## src/rtl/stack_alu_pkg.sv

```systemverilog
// Shared opcodes, error codes and FSM states for the stack ALU sequencer.
// Opcodes 1..3 are reserved and rejected by the sequencer.
package stack_alu_pkg;

   localparam logic [2:0] OP_NOP  = 3'd0;
   localparam logic [2:0] OP_ADD  = 3'd4;
   localparam logic [2:0] OP_MUL  = 3'd5;
   localparam logic [2:0] OP_PUSH = 3'd6;
   localparam logic [2:0] OP_POP  = 3'd7;

   localparam logic [1:0] ERR_NONE      = 2'd0;
   localparam logic [1:0] ERR_FULL      = 2'd1;
   localparam logic [1:0] ERR_UNDERFLOW = 2'd2;
   localparam logic [1:0] ERR_ILLEGAL   = 2'd3;

   typedef enum logic [2:0] {
      StIdle,
      StIssue,
      StHold,
      StCapture,
      StError
   } state_e;

   function automatic logic is_legal_op(input logic [2:0] op);
      return (op == OP_NOP) || op[2];
   endfunction

   function automatic logic is_arith_op(input logic [2:0] op);
      return (op == OP_ADD) || (op == OP_MUL);
   endfunction

endpackage

```

## src/rtl/stack_alu_sequencer.sv

```systemverilog
// Clocked front end for the combinational stack ALU: accepts instructions, holds the opcode
// on the stack pins for SETTLE cycles, captures the result and tracks depth locally.
module stack_alu_sequencer
   import stack_alu_pkg::*;
#(
   parameter int unsigned WIDTH  = 8,
   parameter int unsigned DEPTH  = 8,
   parameter int unsigned SETTLE = 2
) (
   input  logic                    clk,
   input  logic                    rst_n,
   input  logic                    instr_valid,
   output logic                    instr_ready,
   input  logic [2:0]              instr_op,
   input  logic [WIDTH-1:0]        instr_data,
   output logic                    res_valid,
   output logic [WIDTH-1:0]        res_data,
   output logic [$clog2(DEPTH):0]  depth,
   output logic                    err,
   output logic [1:0]              err_code,
   output logic                    arith_ovf,
   input  logic                    clr_err,
   output logic [2:0]              stk_opcode,
   output logic [WIDTH-1:0]        stk_in,
   input  logic [WIDTH-1:0]        stk_out,
   input  logic                    stk_overflow
);

   localparam int unsigned DW = $clog2(DEPTH) + 1;
   localparam int unsigned CW = (SETTLE > 1) ? $clog2(SETTLE) : 1;

   state_e           state;
   logic [2:0]       op_q;
   logic [WIDTH-1:0] data_q;
   logic [CW-1:0]    hold_cnt;
   logic [1:0]       pre_err;
   logic             accept;

   assign instr_ready = (state == StIdle) && !err;
   assign accept      = instr_valid && instr_ready;

   // Reject before touching the stack, so the stack never sees an illegal sequence.
   always_comb begin
      pre_err = ERR_NONE;
      if (!is_legal_op(instr_op)) begin
         pre_err = ERR_ILLEGAL;
      end else if ((instr_op == OP_PUSH) && (depth == DW'(DEPTH))) begin
         pre_err = ERR_FULL;
      end else if ((instr_op == OP_POP) && (depth == '0)) begin
         pre_err = ERR_UNDERFLOW;
      end else if (is_arith_op(instr_op) && (depth < DW'(2))) begin
         pre_err = ERR_UNDERFLOW;
      end
   end

   always_ff @(posedge clk or negedge rst_n) begin
      if (!rst_n) begin
         state      <= StIdle;
         op_q       <= OP_NOP;
         data_q     <= '0;
         hold_cnt   <= '0;
         stk_opcode <= OP_NOP;
         stk_in     <= '0;
         depth      <= '0;
         res_valid  <= 1'b0;
         res_data   <= '0;
         err        <= 1'b0;
         err_code   <= ERR_NONE;
         arith_ovf  <= 1'b0;
      end else begin
         res_valid <= 1'b0;
         if (clr_err && (state != StError)) begin
            arith_ovf <= 1'b0;
         end

         case (state)
            StIdle: begin
               if (accept) begin
                  op_q   <= instr_op;
                  data_q <= instr_data;
                  if (pre_err != ERR_NONE) begin
                     err      <= 1'b1;
                     err_code <= pre_err;
                     state    <= StError;
                  end else if (instr_op != OP_NOP) begin
                     state <= StIssue;
                  end
               end
            end

            StIssue: begin
               stk_opcode <= op_q;
               stk_in     <= data_q;
               hold_cnt   <= CW'(SETTLE - 1);
               state      <= (SETTLE == 1) ? StCapture : StHold;
            end

            StHold: begin
               hold_cnt <= hold_cnt - CW'(1);
               if (hold_cnt == CW'(1)) begin
                  state <= StCapture;
               end
            end

            StCapture: begin
               res_data   <= stk_out;
               res_valid  <= (op_q != OP_PUSH);
               stk_opcode <= OP_NOP;
               if (is_arith_op(op_q) && stk_overflow) begin
                  arith_ovf <= 1'b1;
               end
               if (op_q == OP_PUSH) begin
                  depth <= depth + DW'(1);
               end else begin
                  depth <= depth - DW'(1);
               end
               state <= StIdle;
            end

            StError: begin
               stk_opcode <= OP_NOP;
               if (clr_err) begin
                  err       <= 1'b0;
                  err_code  <= ERR_NONE;
                  arith_ovf <= 1'b0;
                  state     <= StIdle;
               end
            end

            default: state <= StIdle;
         endcase
      end
   end

endmodule

```

## config.mk

```make
export PLATFORM = sky130hd
export DESIGN_NAME = stack_alu_sequencer
export DESIGN_NICKNAME = d
export VERILOG_FILES = /design/src/rtl/stack_alu_pkg.sv /design/src/rtl/stack_alu_sequencer.sv
export SDC_FILE = /design/constraint.sdc
export NUM_CORES = 1
export LEC_CHECK = 0
export CAP_MARGIN = 20
export CORE_MARGIN = 2
export CORE_UTILIZATION = 35
export CTS_CLUSTER_SIZE = 40
export DETAILED_ROUTE_END_ITERATION = 8
export PLACE_DENSITY = 0.57
export SLEW_MARGIN = 20
export SYNTH_ARGS = -nofsm -noshare
export SYNTH_HDL_FRONTEND = slang
export SYNTH_SLANG_ARGS = --single-unit
```

## constraint.sdc

```tcl
create_clock -name clk -period 3.4 [get_ports clk]
set_input_delay 0.85 -clock clk [delete_from_list [all_inputs] [get_ports clk]]
set_output_delay 0.85 -clock clk [all_outputs]
set_load 0.005 [all_outputs]
```

# Word-level counts from Yosys, hierarchy flattened
# Index checks and enable logic that the tools add are counted.
op_classes:
  order_cmp: 1
  n_reduce_logical: 23
  add_sub_neg: 3
  n_eq_ne: 19
  muxes: 26
op_table:
  columns: ["cell", "count"]
  rows:
  - ["3-bit == test (second input constant)", 8]
  - ["3-bit 2-to-1 mux", 5]
  - ["2-bit 2-to-1 mux", 7]
  - ["3-bit one-hot mux with 4 select lines", 1]
  - ["4-bit AND reduction", 2]
  - ["2-bit nonzero test", 4]
  - ["1-bit logical AND", 7]
  - ["1-bit 2-to-1 mux", 7]
  - ["3-bit by 2-bit == test with 1-bit output (second input constant)", 2]
  - ["3-bit zero test", 2]
  - ["2-bit inequality test (second input constant)", 3]
  - ["3-bit inequality test (second input constant)", 2]
  - ["1-bit one-hot mux with 2 select lines", 3]
  - ["3-bit one-hot mux with 2 select lines", 1]
  - ["4-bit by 1-bit adder with 4-bit output (second input constant)", 1]
  - ["4-bit == test (second input constant)", 1]
  - ["4-bit zero test", 1]
  - ["4-bit by 2-bit < comparator with 1-bit output (second input constant)", 1]
  - ["4-bit 2-to-1 mux", 1]
  - ["2-bit one-hot mux with 2 select lines", 1]
  - ["4-bit by 1-bit subtractor with 4-bit output (second input constant)", 1]
  - ["3-bit by 1-bit == test with 1-bit output (second input constant)", 1]
  - ["1-bit logical OR", 3]
  - ["3-bit by 1-bit inequality test with 1-bit output (second input constant)", 1]
  - ["other kinds (6)", 6]
word_totals:
  word_cells: 84
  output_inout_bits: 29
  inputBits: 24
  reg_bits: 43

# Depth between registers and ports, before layout
# Gate-level depths: netlist of run 1.
depth:
  word_depth: 11
  depth_mapped: 6
  mapped_depth_nobuf: 6

# Worst setup path after synthesis of run 1
# OpenSTA, ideal clock, no wires.
synth_path:
  kind: "reg2out"
  startpoint: "register state[0]"
  endpoint: "output port instr_ready"
  path_buffers: 0
  t_required_ps: 2550
  arrival_ps: 770
  path_stages_with_launch: 2
  setup_slack_ps: 1780
  cell_sequence: "dfrtp_1 > nor4_4"
synth_via:
  elab_chain_len: 2
synth_rtl:
  columns: ["item", "line", "text"]
  rows:
  - ["from (decl)", "stack_alu_sequencer.sv:32", "state_e state;"]
  - ["from (signal assigned)", "stack_alu_sequencer.sv:58", "state <= StIdle;"]
  - ["from (signal assigned)", "stack_alu_sequencer.sv:84", "state <= StError;"]
  - ["from (signal assigned)", "stack_alu_sequencer.sv:86", "state <= StIssue;"]
  - ["3-bit zero test", "stack_alu_sequencer.sv:39", "assign instr_ready = (state == StIdle) && !err;"]
  - ["1-bit logical AND", "stack_alu_sequencer.sv:39", null]
  - ["to (decl)", "stack_alu_sequencer.sv:13", "output logic instr_ready,"]
# No other way between the ends.

# Worst setup path after layout of run 1
# Ends and elaborated chain as after synthesis.

==> metrics.txt, run 1 <==
number of fill cells 526; Core ar. 5470 sq um; Tcrit/Tclk final 0.788; Final Skew between 0.005 and 0.006 ns; DRC errors left 0; leading area contributor after synthesis dfrtp_1; achievable frequency 0.373 GHz; leakage roughly 1.1 nW; area grow syn2layout 34.0%; number of global-route vias before repair 1361; cts repair resizes 0; post-DP HPWL 2770 microns; clock root cell clkbuf_8; Clock Latency Late Sink around 0.29 ns; layout cells sized above 1 0.0752; compound-gate portion of the synthesized area 0.103; Crit path required time about 2.6 ns; RSZ-0062 raised after global routing false; CTS sink cnt between 40 and 50; number of flops mapped to enable cells by yosys 0; pin count of the biggest net entering global routing 44; Clk pin slew, worst setup/hold paths around 0.080 ns; first-pass detailed-route iteration total 4; critical-path maximum fanout 15; WHS ~0.48 ns; WL per Instance ~13 microns; cell with the most instances after synthesis dfrtp_1; Final Max Slew Viols 0; post-synthesis mux area share 0.103; Worst-Margin Slew roughly 0.95 ns; gr ovfl total 0; Total Routing Usage GR 0.137; CTS Buf Count 5; Syn Nets 200; crit path DAT between 1.5 and 2 ns; placer congestion estimate about 0.77; crit path launch type register; Die H just under 80 microns; Routed WL 3970 microns; VDD IR max just under 0.0003 V; Setup CP Type register to primary output; via count about 1400; buffers inserted by post-CTS timing repair 0; Synth top cells by count 43 x dfrtp_1, 38 x nand2_1, 17 x mux2_1; Synth top area share 0.548; slew margin rel. 0.366; Synth async-reset ratio 1.00; synthesized flop and latch total between 40 and 50; Mapped Area between 1500 and 2000 sq um; setup TNS 0 ns; Die X 78.9 microns; Design Power 2.24 mW; Synth Area in Simple Gates 0.170; post-synthesis xor/xnor area fraction 0.0179; Tightest Hold Check Type register to register; CTS Hold Bufs 0; Ports 53; PD cells roughly 850 nW/um^2; ANT nets after route 0; Post-synth top flop dfrtp_1; final-report hold violation count 0; final-stage net count around 250; CP max-delay cell dfrtp_1; CTS tree built; initial core utilization 0.358; endpoint class of the critical path primary output; clock buffer depth 2; antenna violations before repair 0; first-pass GRT wire length ~6700 microns; Unique masters post-synth 42; post-synthesis adder-cell area fraction 0.0230; antenna cells 0; sequential area share after synthesis 0.548; critical path, cell by cell nor4_4 > clkdlybuf4s50_1; mean post-synth cell area between 10 and 15 sq um; CTS HTree Levels 2; top post-synthesis cells by area dfrtp_1 55%, mux2_1 9.8%, nand2_1 7.3%; Port Buffers 52; Die ar. 6220 sq um; Final Setup Violations 0; # rows 27; status finished clean; MaxCap Viol Count 0; Iter 0 DRT Violations 52; Post-Synthesis Cells 173; fin crit period about 2.7 ns; DR vias/cell approximately 4.8; main combinational cell family by area after synthesis simple AND/OR/NAND/NOR gates; worst setup margin ~0.72 ns; yosys warns 0; Slowest Stage Delay on Critical Path about 0.58 ns; DP Worst Slack 1.04 ns
[logic make-up after synthesis]
| logic type | count (synthesis) |
|---|---|
| compound gates | 30 |
| xor+xnor | 4 |
| fa+ha+maj | 3 |
| buf+inv | 10 |
| flops | 43 |
| mux | 18 |
| simple gates | 65 |
[per-layer routing]
| layer | track usage | wire length (microns) | vias up |
|---|---|---|---|
| met3 | 0.0386 | 188 | 5 |
| met5 | 0 | 0 | - |
| li1 | - | - | 706 |
| met1 | 0.193 | 2050 | 672 |
| met2 | 0.207 | 1700 | 37 |
| met4 | 0.0362 | 36 | 0 |
[state kept, by name, summed over array words and instances, names as in the netlist]
| name | cells |
|---|---|
| arith_ovf | 1 |
| err | 1 |
| stk_opcode | 3 |
| stk_in | 8 |
| res_data | 8 |
| data_q | 8 |
| err_code | 2 |
| state | 3 |
| op_q | 3 |
| res_valid | 1 |
| hold_cnt | 1 |
| depth | 4 |
[layout make-up]
class	instances	area (sq um)	area share
clock inverters	2	35.0	0.0133
inverters	3	11.3	0.00428
repair buffers	52	515	0.196
clock buffers	6	82.6	0.0314
flip-flops and latches	43	1080	0.409
multi-input cells	120	818	0.311
well taps	72	90.1	0.0343
[layout by cell type, fill, tap and decap left out, types with 2 or more instances in the layout]
master and n:
a31oi_1 3, and2_1 2, a21oi_1 6, clkdlybuf4s50_1 51, nand2_1 38, nor3_1 2
inv_1 3, o21ai_0 2, xnor2_1 4, dfrtp_1 43, a22o_1 3, ha_1 2
nor2b_1 4, nand3_1 2, nor2_1 7, o21ai_1 5, mux2_1 17, clkbuf_8 6
[through the flow]
step / instance area (sq um) / instances / util
final: 2630 / 298 / 0.480
after global placement: 2510 / 290 / 0.459
after detailed placement: 2510 / 290 / 0.459
after global routing: 2630 / 298 / 0.480
after CTS: 2630 / 298 / 0.480
after floorplan: 1960 / 173 / -
[where the power goes]
group | switching [mW] | internal [mW] | total [mW]
clock | 0.174 | 0.238 | 0.412
sequential | 0.208 | 0.739 | 0.948
combinational | 0.338 | 0.538 | 0.876
[critical path, delay by kind of cell, from the launching register on]
family / cells / cell delay [ns]
and+or+nand+nor: 1 / 0.39
buffers and inverters: 1 / 0.56
DFF: 1 / 0.58
[path summary, 6_finish.rpt]
kind | cells after the start | slack [ns] | to | startpoint
min reg2reg | 2 | 0.48 | data_q[2]$_DFFE_PN0P_ | data_q[2]$_DFFE_PN0P_
min in group asynchronous | 1 | 0.69 | stk_in[1]$_DFFE_PN0P_ | rst_n
max in group asynchronous | 1 | 2.10 | op_q[1]$_DFFE_PN0P_ | rst_n
max reg2reg | 6 | 1.59 | depth[3]$_DFFE_PN0P_ | op_q[0]$_DFFE_PN0P_
max | 2 | 0.72 | instr_ready | state[0]$_DFFE_PN0P_
min | 2 | 0.48 | data_q[2]$_DFFE_PN0P_ | data_q[2]$_DFFE_PN0P_
Power figures use the tool's default switching activity.
==> inputs of run 2 (changes only) <==
clock period = 2.7 ns   (was 3.4 ns; I/O delays follow)
==> run 2 against run 1 <==
Clock skew about the same; die area unchanged; via count unchanged; count of clock-buffer cells in the layout decreased by 1; worst hold slack got worse by 0.31 ns; flip-flop and latch count unchanged; largest cell class unchanged.
==> metrics.txt, run 2 (synthesized netlist as in run 1, its figures left out) <==
buffers inserted by post-CTS timing repair 0; Die X slightly below 80 microns; ANT nets after route 0; setup TNS 0 ns; WL per Instance ~13 microns; number of fill cells between 500 and 600; achievable frequency approximately 0.40 GHz; DRC errors left 0; via count around 1400; VDD IR max approximately 0.00046 V; RSZ-0062 raised after global routing false; critical-path maximum fanout 11; Die H approximately 79 microns; Design Power about 2.7 mW; PD cells around 1000 nW/um^2; Final Setup Violations 0; CTS Buf Count 5; Core Util, Final 0.481; most common cell after layout, fill and taps aside clkdlybuf4s50_1; FF-to-FF End err_code[0]$_DFFE_PN0P_; slew margin rel. 0.670; crit path launch type register; Core ar. ~5500 sq um; Setup CP Type register to primary output; Multi-input gate area slightly above 800 sq um; Die ar. 6220 sq um; fin cells 301; clock buffer depth 2; layout cells sized above 1 0.0873; top flop regs data_q (8), res_data (8), stk_in (8); Total Routing Usage GR 0.137; CTS HTree Levels 2; antenna cells 0; CTS Hold Bufs 0; initial core utilization 0.358; final-report hold violation count 0; pin count of the biggest net entering global routing 43; status finished clean; Clock Latency Late Sink a little under 0.3 ns; storage element area between 1000 and 1500 sq um; first-pass detailed-route iteration total 4; Critical path origin state[1]$_DFFE_PN0P_; crit path DAT roughly 1.8 ns; CTS tree built; final-stage net count between 200 and 300; r2r worst-path depth 4; first-pass GRT wire length about 6700 microns; placer congestion estimate between 0.7 and 0.8; Ports 53; leakage roughly 1.1 nW; clock root cell clkbuf_8; Final Skew 0.00552 ns; worst r2r src state[1]$_DFFE_PN0P_; Final Max Slew Viols 0; fin crit period between 2 and 2.5 ns; R2R setup slack between 0.9 and 1 ns; Routed WL about 3900 microns; Port Buffers 52; DR vias/cell roughly 4.7; gr ovfl total 0; Tightest Hold Check Type input pin to asynchronous set/reset pin; Worst-Margin Slew slightly below 0.5 ns; WHS approximately 0.16 ns; Clk pin slew, worst setup/hold paths 0.08 ns; antenna violations before repair 0; CTS sink cnt 43; number of global-route vias before repair around 1400; Iter 0 DRT Violations 43; endpoint class of the critical path primary output; Tcrit/Tclk final 0.923; area grow syn2layout 34.1%; # rows 27; MaxCap Viol Count 0; cts repair resizes 0; Crit path required time approximately 2 ns; post-DP HPWL 2730 microns; Cells after DPL between 200 and 300; commonest non-fill, non-tap cells in the layout 51 x clkdlybuf4s50_1, 43 x dfrtp_1, 38 x nand2_1
## run 2: per-layer routing
metal	global-route usage	vias to the layer above	wire, microns
li1	-	709	-
met1	0.187	668	2010
met2	0.209	37	1670
met3	0.0364	6	204
met4	0.0517	0	59
met5	0	-	0
## run 2: worst max-delay path by stage
stage | end | slack (ns)
final | instr_ready | 0.21
after CTS | instr_ready | 0.19
after global routing | instr_ready | 0.15
after floorplan | depth[3]$_DFFE_PN0P_ | 1.13
after detailed placement | instr_ready | 0.56
after global placement | instr_ready | 0.55
## run 2: metrics by stage
step | instance area, sq um | setup slack, ns
2_1_floorplan | 1960 | 1.13
3_3_place_gp | 2550 | 0.554
3_5_place_dp | 2550 | 0.555
4_1_cts | 2630 | 0.194
5_1_grt | 2630 | 0.145
6_report | 2630 | 0.207
## run 2: area by class of cell
| cell class | instances | area share |
|---|---|---|
| Clock buffer | 5 | 0.0262 |
| Timing Repair Buffer | 55 | 0.209 |
| Sequential cell | 43 | 0.409 |
| Inverter | 3 | 0.00428 |
| Clock inverter | 3 | 0.00571 |
| Tap cell | 72 | 0.0343 |
| Multi-Input combinational cell | 120 | 0.311 |
## run 2: critical path: stages (launching register included)
cell and delay [ns]:
dfrtp_1 0.56, nor4_4 0.40, clkdlybuf4s50_1 0.56
## run 2: report_power, final
group	switching [mW]	leakage, nW	total [mW]	internal [mW]
clock	0.220	0.0477	0.397	0.177
combinational	0.456	0.561	1.14	0.688
sequential	0.233	0.528	1.16	0.932
==> inputs of run 3 (changes only) <==
clock period = 2.71 ns   (was 2.7 ns; I/O delays follow)
==> results of run 3 <==
Same layout as run 2 (identical final DEF). Status: finished clean.
Among the figures that moved: setup slack after placement 0.555 ns -> 0.563 ns; setup slack after layout 0.207 ns -> 0.214 ns; hold slack 0.164 ns -> 0.166 ns; register-to-register setup slack 0.93 ns -> 0.94 ns; total power 2.71 mW -> 2.70 mW; worst IR drop on VDD 0.000455 V -> 0.000454 V
==> RTL edit 1, RTL diff (settings of run 3) <==
Re-encode `state_e` (5 states) as one-hot, 5 bits wide.
--- a/src/rtl/stack_alu_pkg.sv
+++ b/src/rtl/stack_alu_pkg.sv
@@ -14,10 +14,10 @@
    localparam logic [1:0] ERR_ILLEGAL   = 2'd3;
 
-   typedef enum logic [2:0] {
-      StIdle,
-      StIssue,
-      StHold,
-      StCapture,
-      StError
+   typedef enum logic [4:0] {
+      StIdle    = 5'b00001,
+      StIssue   = 5'b00010,
+      StHold    = 5'b00100,
+      StCapture = 5'b01000,
+      StError   = 5'b10000
    } state_e;
 
Check against the original RTL: no difference found for any inputs over 10 cycles, from zero or initial values and one cycle with rst_n low; not proved beyond that.
==> RTL edit 1 against run 3 <==
Worst setup slack got worse by 84 ps; wire length increased by 6.3%; critical endpoint unchanged; sequential cell count increased by 2; first-iteration DRC count increased by 42%; critical path depth increased by 2; area after synthesis decreased by 2.3%; final area decreased by 0.86%.
Power is not compared: it rests on default switching activity, and its combinational part moved more than twofold at a synthesized area within 25%.
==> RTL edit 1: results <==
metrics = {
    "status": {
        "status": "complete, no violations",
    },
    "grt": {
        "grt_first_pass_wirelength_mm": 7.07,
        "grt_max_degree": 34,
        "gr-usage-met3_pct": 4.42,
        "grt_use_total_pct": 15.0,
        "grt_pass1_vias": 1434,
        "globalRouteMet1Util_pct": 19.0,
        "grt_use_met2_pct": 25.0,
    },
    "finish": {
        "multiInputGateArea_sq_um": 771,
        "fin_nets": 223,
        "fillers": 469,
        "drive_above_1_share_pct": 8.63,
    },
    "synthesis": {
        "ys_top_cells_by_area": "dfrtp_1 57%, mux2_1 16%, mux2i_1 1.6%, nand3b_1 1.6%, dfstp_2 1.4%",
        "seq_area_frac_synth_pct": 58.8,
        "synth.distinct_cells": 40,
        "ys_top_cells_by_count": "44 x dfrtp_1, 28 x mux2_1, 7 x nand2_1, 7 x nor2_1, 4 x nand3b_1",
        "synth_fp_nets": 166,
    },
    "detailed_routing": {
        "first_pass_iters": 3,
        "drt_iter0_drc": 61,
        "num_vias": 1297,
        "wl_per_cell_um": 15.7,
    },
    "placed_design": {
        "gp_congestion": 0.762,
        "place_area_sq_um": 2510,
        "pre_cts_ws_ps": 261,
        "place_hpwl_mm": 3.11,
    },
    "worst_setup_path": {
        "crit_path_max_fanout": 5,
        "critical_path_arrival_ps": 1900,
    },
    "clock_tree": {
        "clk_latency_ps": 290,
    },
    "timing": {
        "clock-skew-final_ps": 6.10,
        "maxSlewHeadroom_pct": 55.6,
    },
    "power": {
        "vdd_drop_max_uv": 336,
    },
}
[RTL edit 1: path summary, 6_finish.rpt]
check | endpoint | slack [ps] | cells after the start
worst max-delay path | instr_ready | 130 | 4
worst min-delay path | stk_in[0] | 250 | 1
worst max register to register | res_data[5] | 780 | 3
worst min register to register | stk_in[2] | 490 | 1
max in group asynchronous | state[0] | 1710 | 2
min in group clk | stk_in[2] | 490 | 1
[RTL edit 1: final cells by class]
class | instances | share of cell area, %
multi-input cells | 89 | 29.6
repair buffers | 53 | 20.1
clock buffers | 5 | 2.64
inverters | 2 | 0.288
flip-flops and latches | 45 | 43.2
clock inverters | 3 | 0.864
well taps | 70 | 3.36
[RTL edit 1: power by group]
part	switching, uW	internal [uW]	total [uW]
clock	231	183	414
sequential	89.0	821	910
combinational	125	229	354
[RTL edit 1: stage by stage]
stage               cells  hold slack, ps
detailed placement    259             475
CTS                   267             249
global placement      259             466
floorplan             139             382
global route          267             252
finish                267             251
[RTL edit 1: kinds of logic (layout without fill, tap and decap cells)]
logic type,after synthesis,in the layout,synth area share (%)
AOI/OAI and AO/OA,18,18,6.79
xor gates and xnor gates,3,3,1.37
adders and majority gates,3,3,2.35
buffers and inverters,5,63,1.31
DFF,45,45,58.8
muxes,31,31,18.0
and+or+nand+nor,34,34,11.4
[RTL edit 1: worst max-delay path, cell delays in order (launching register included)]
cell	delay (ps)
dfrtp_1	480
nor3_4	300
nand3b_1	170
nor2_1	130
clkdlybuf4s50_1	520
[RTL edit 1: layer usage]
layer	part of all wire, %	wire (um)
met4	0.86	36
met1	45	1870
met3	4.2	175
met2	50	2110
met5	0	0
==> RTL edit 2, RTL diff (settings of run 3) <==
Without the edit above. `WIDTH`: 8 -> 6.
--- a/src/rtl/stack_alu_sequencer.sv
+++ b/src/rtl/stack_alu_sequencer.sv
@@ -4,5 +4,5 @@
    import stack_alu_pkg::*;
 #(
-   parameter int unsigned WIDTH  = 8,
+   parameter int unsigned WIDTH  = 6,
    parameter int unsigned DEPTH  = 8,
    parameter int unsigned SETTLE = 2
Ports: changed (resized instr_data, res_data, stk_in and stk_out); port bits go from 53 to 45. The function was not compared with the original's and may differ.
==> RTL edit 2 against run 3 <==
Wire length down 6.6%; sequential cell count is 6 lower; non-clock buffer count is 8 lower; final cell count is 16% lower; final area decreased by 12%; area after synthesis decreased by 13%; worst setup slack improved by 160 ps; critical endpoint unchanged.
Power is not compared: it rests on default switching activity, and its combinational part moved more than twofold at a synthesized area within 25%.
==> RTL edit 2: results <==
metrics = {
    "placed_design": {
        "port-buffer-count": 44,
        "gp_congestion": 0.698,
        "place_hpwl_mm": 2.65,
    },
    "synthesis": {
        "synth-compound-area-share_pct": 11.8,
        "ys_top_cells_by_area": "dfrtp_1 54%, mux2_2 15%, nand2_1 2.6%, xnor2_1 2.0%, nor2_1 2.0%",
        "synth_fp_nets": 161,
        "ys_top_cells_by_count": "37 x dfrtp_1, 23 x mux2_2, 12 x nand2_1",
        "synth.distinct_cells": 40,
        "synth_edf_count": 0,
        "synth-adder-area-share_pct": 2.63,
        "yosys-mux-area-fraction_pct": 15.7,
        "synth_xor_area_share_pct": 2.04,
        "synthCells": 138,
        "seq_area_frac_synth_pct": 54.0,
    },
    "worst_setup_path": {
        "critical_path_arrival_ps": 1660,
        "cpLargestDelayFamily": "buffers and inverters",
        "reg2reg_to": "depth[3]",
        "crit_path_max_fanout": 9,
        "worstRegToRegCells": 6,
        "r2r_slack_ps": 900,
        "reg2reg_from": "op_q[0]",
        "cpMaxStageDelayCell": "clkdlybuf4s50_1",
    },
    "clock_tree": {
        "cts_root_buffer": "clkbuf_8",
        "clockBufferDepth": 2,
    },
    "detailed_routing": {
        "dr_wl_met2_mm": 1.80,
        "num_vias": 1248,
        "wl_met1_mm": 1.61,
        "viasPerCell": 4.93,
        "wl_mm": 3.68,
        "wl_met3_um": 242,
        "drt_iter0_drc": 36,
    },
    "grt": {
        "grt_max_degree": 38,
        "grt_first_pass_wirelength_mm": 6.08,
        "globalRouteMet1Util_pct": 18.4,
        "grt_use_met2_pct": 24.5,
        "grt_use_total_pct": 15.0,
        "grt_pass1_vias": 1287,
        "gr-usage-met3_pct": 5.69,
    },
    "finish": {
        "fillers": 419,
        "drive_above_1_share_pct": 21.5,
        "reg_top3": "data_q x6, res_data x6, stk_in x6",
        "fin_nets": 209,
    },
    "status": {
        "status": "complete, no violations",
    },
    "timing": {
        "fin_hold_ws_ps": 488,
        "maxSlewHeadroom_pct": 45.5,
        "clock-skew-final_ps": 4.79,
    },
    "min_path": {
        "hold_class": "primary input to asynchronous set/reset pin",
    },
}
-- RTL edit 2: cell count changes after synthesis, sizes merged, moves of 4 or more --
cell	change
mux2	+5
nand2	-27
dfrtp	-6
a21oi	-4
buf	-4
-- RTL edit 2: stage by stage --
stage / area (sq um) / setup WS [ps] / utilization, % / total power, uW
finish: 2310 / 370 / 49.0 / 1010
global route: 2310 / 252 / 49.0 / 1060
CTS: 2310 / 353 / 49.0 / 1030
detailed placement: 2220 / 241 / 47.1 / 635
global placement: 2220 / 290 / 47.1 / 633
floorplan: 1720 / 950 / - / 581
-- RTL edit 2: layout make-up --
type | instances | area [sq um] | share of cell area [%]
well taps | 67 | 83.8 | 3.62
multi-input cells | 93 | 749 | 32.4
flip-flops and latches | 37 | 926 | 40.0
inverters | 2 | 7.51 | 0.324
clock buffers | 6 | 82.6 | 3.57
repair buffers | 47 | 458 | 19.8
clock inverters | 1 | 7.51 | 0.324
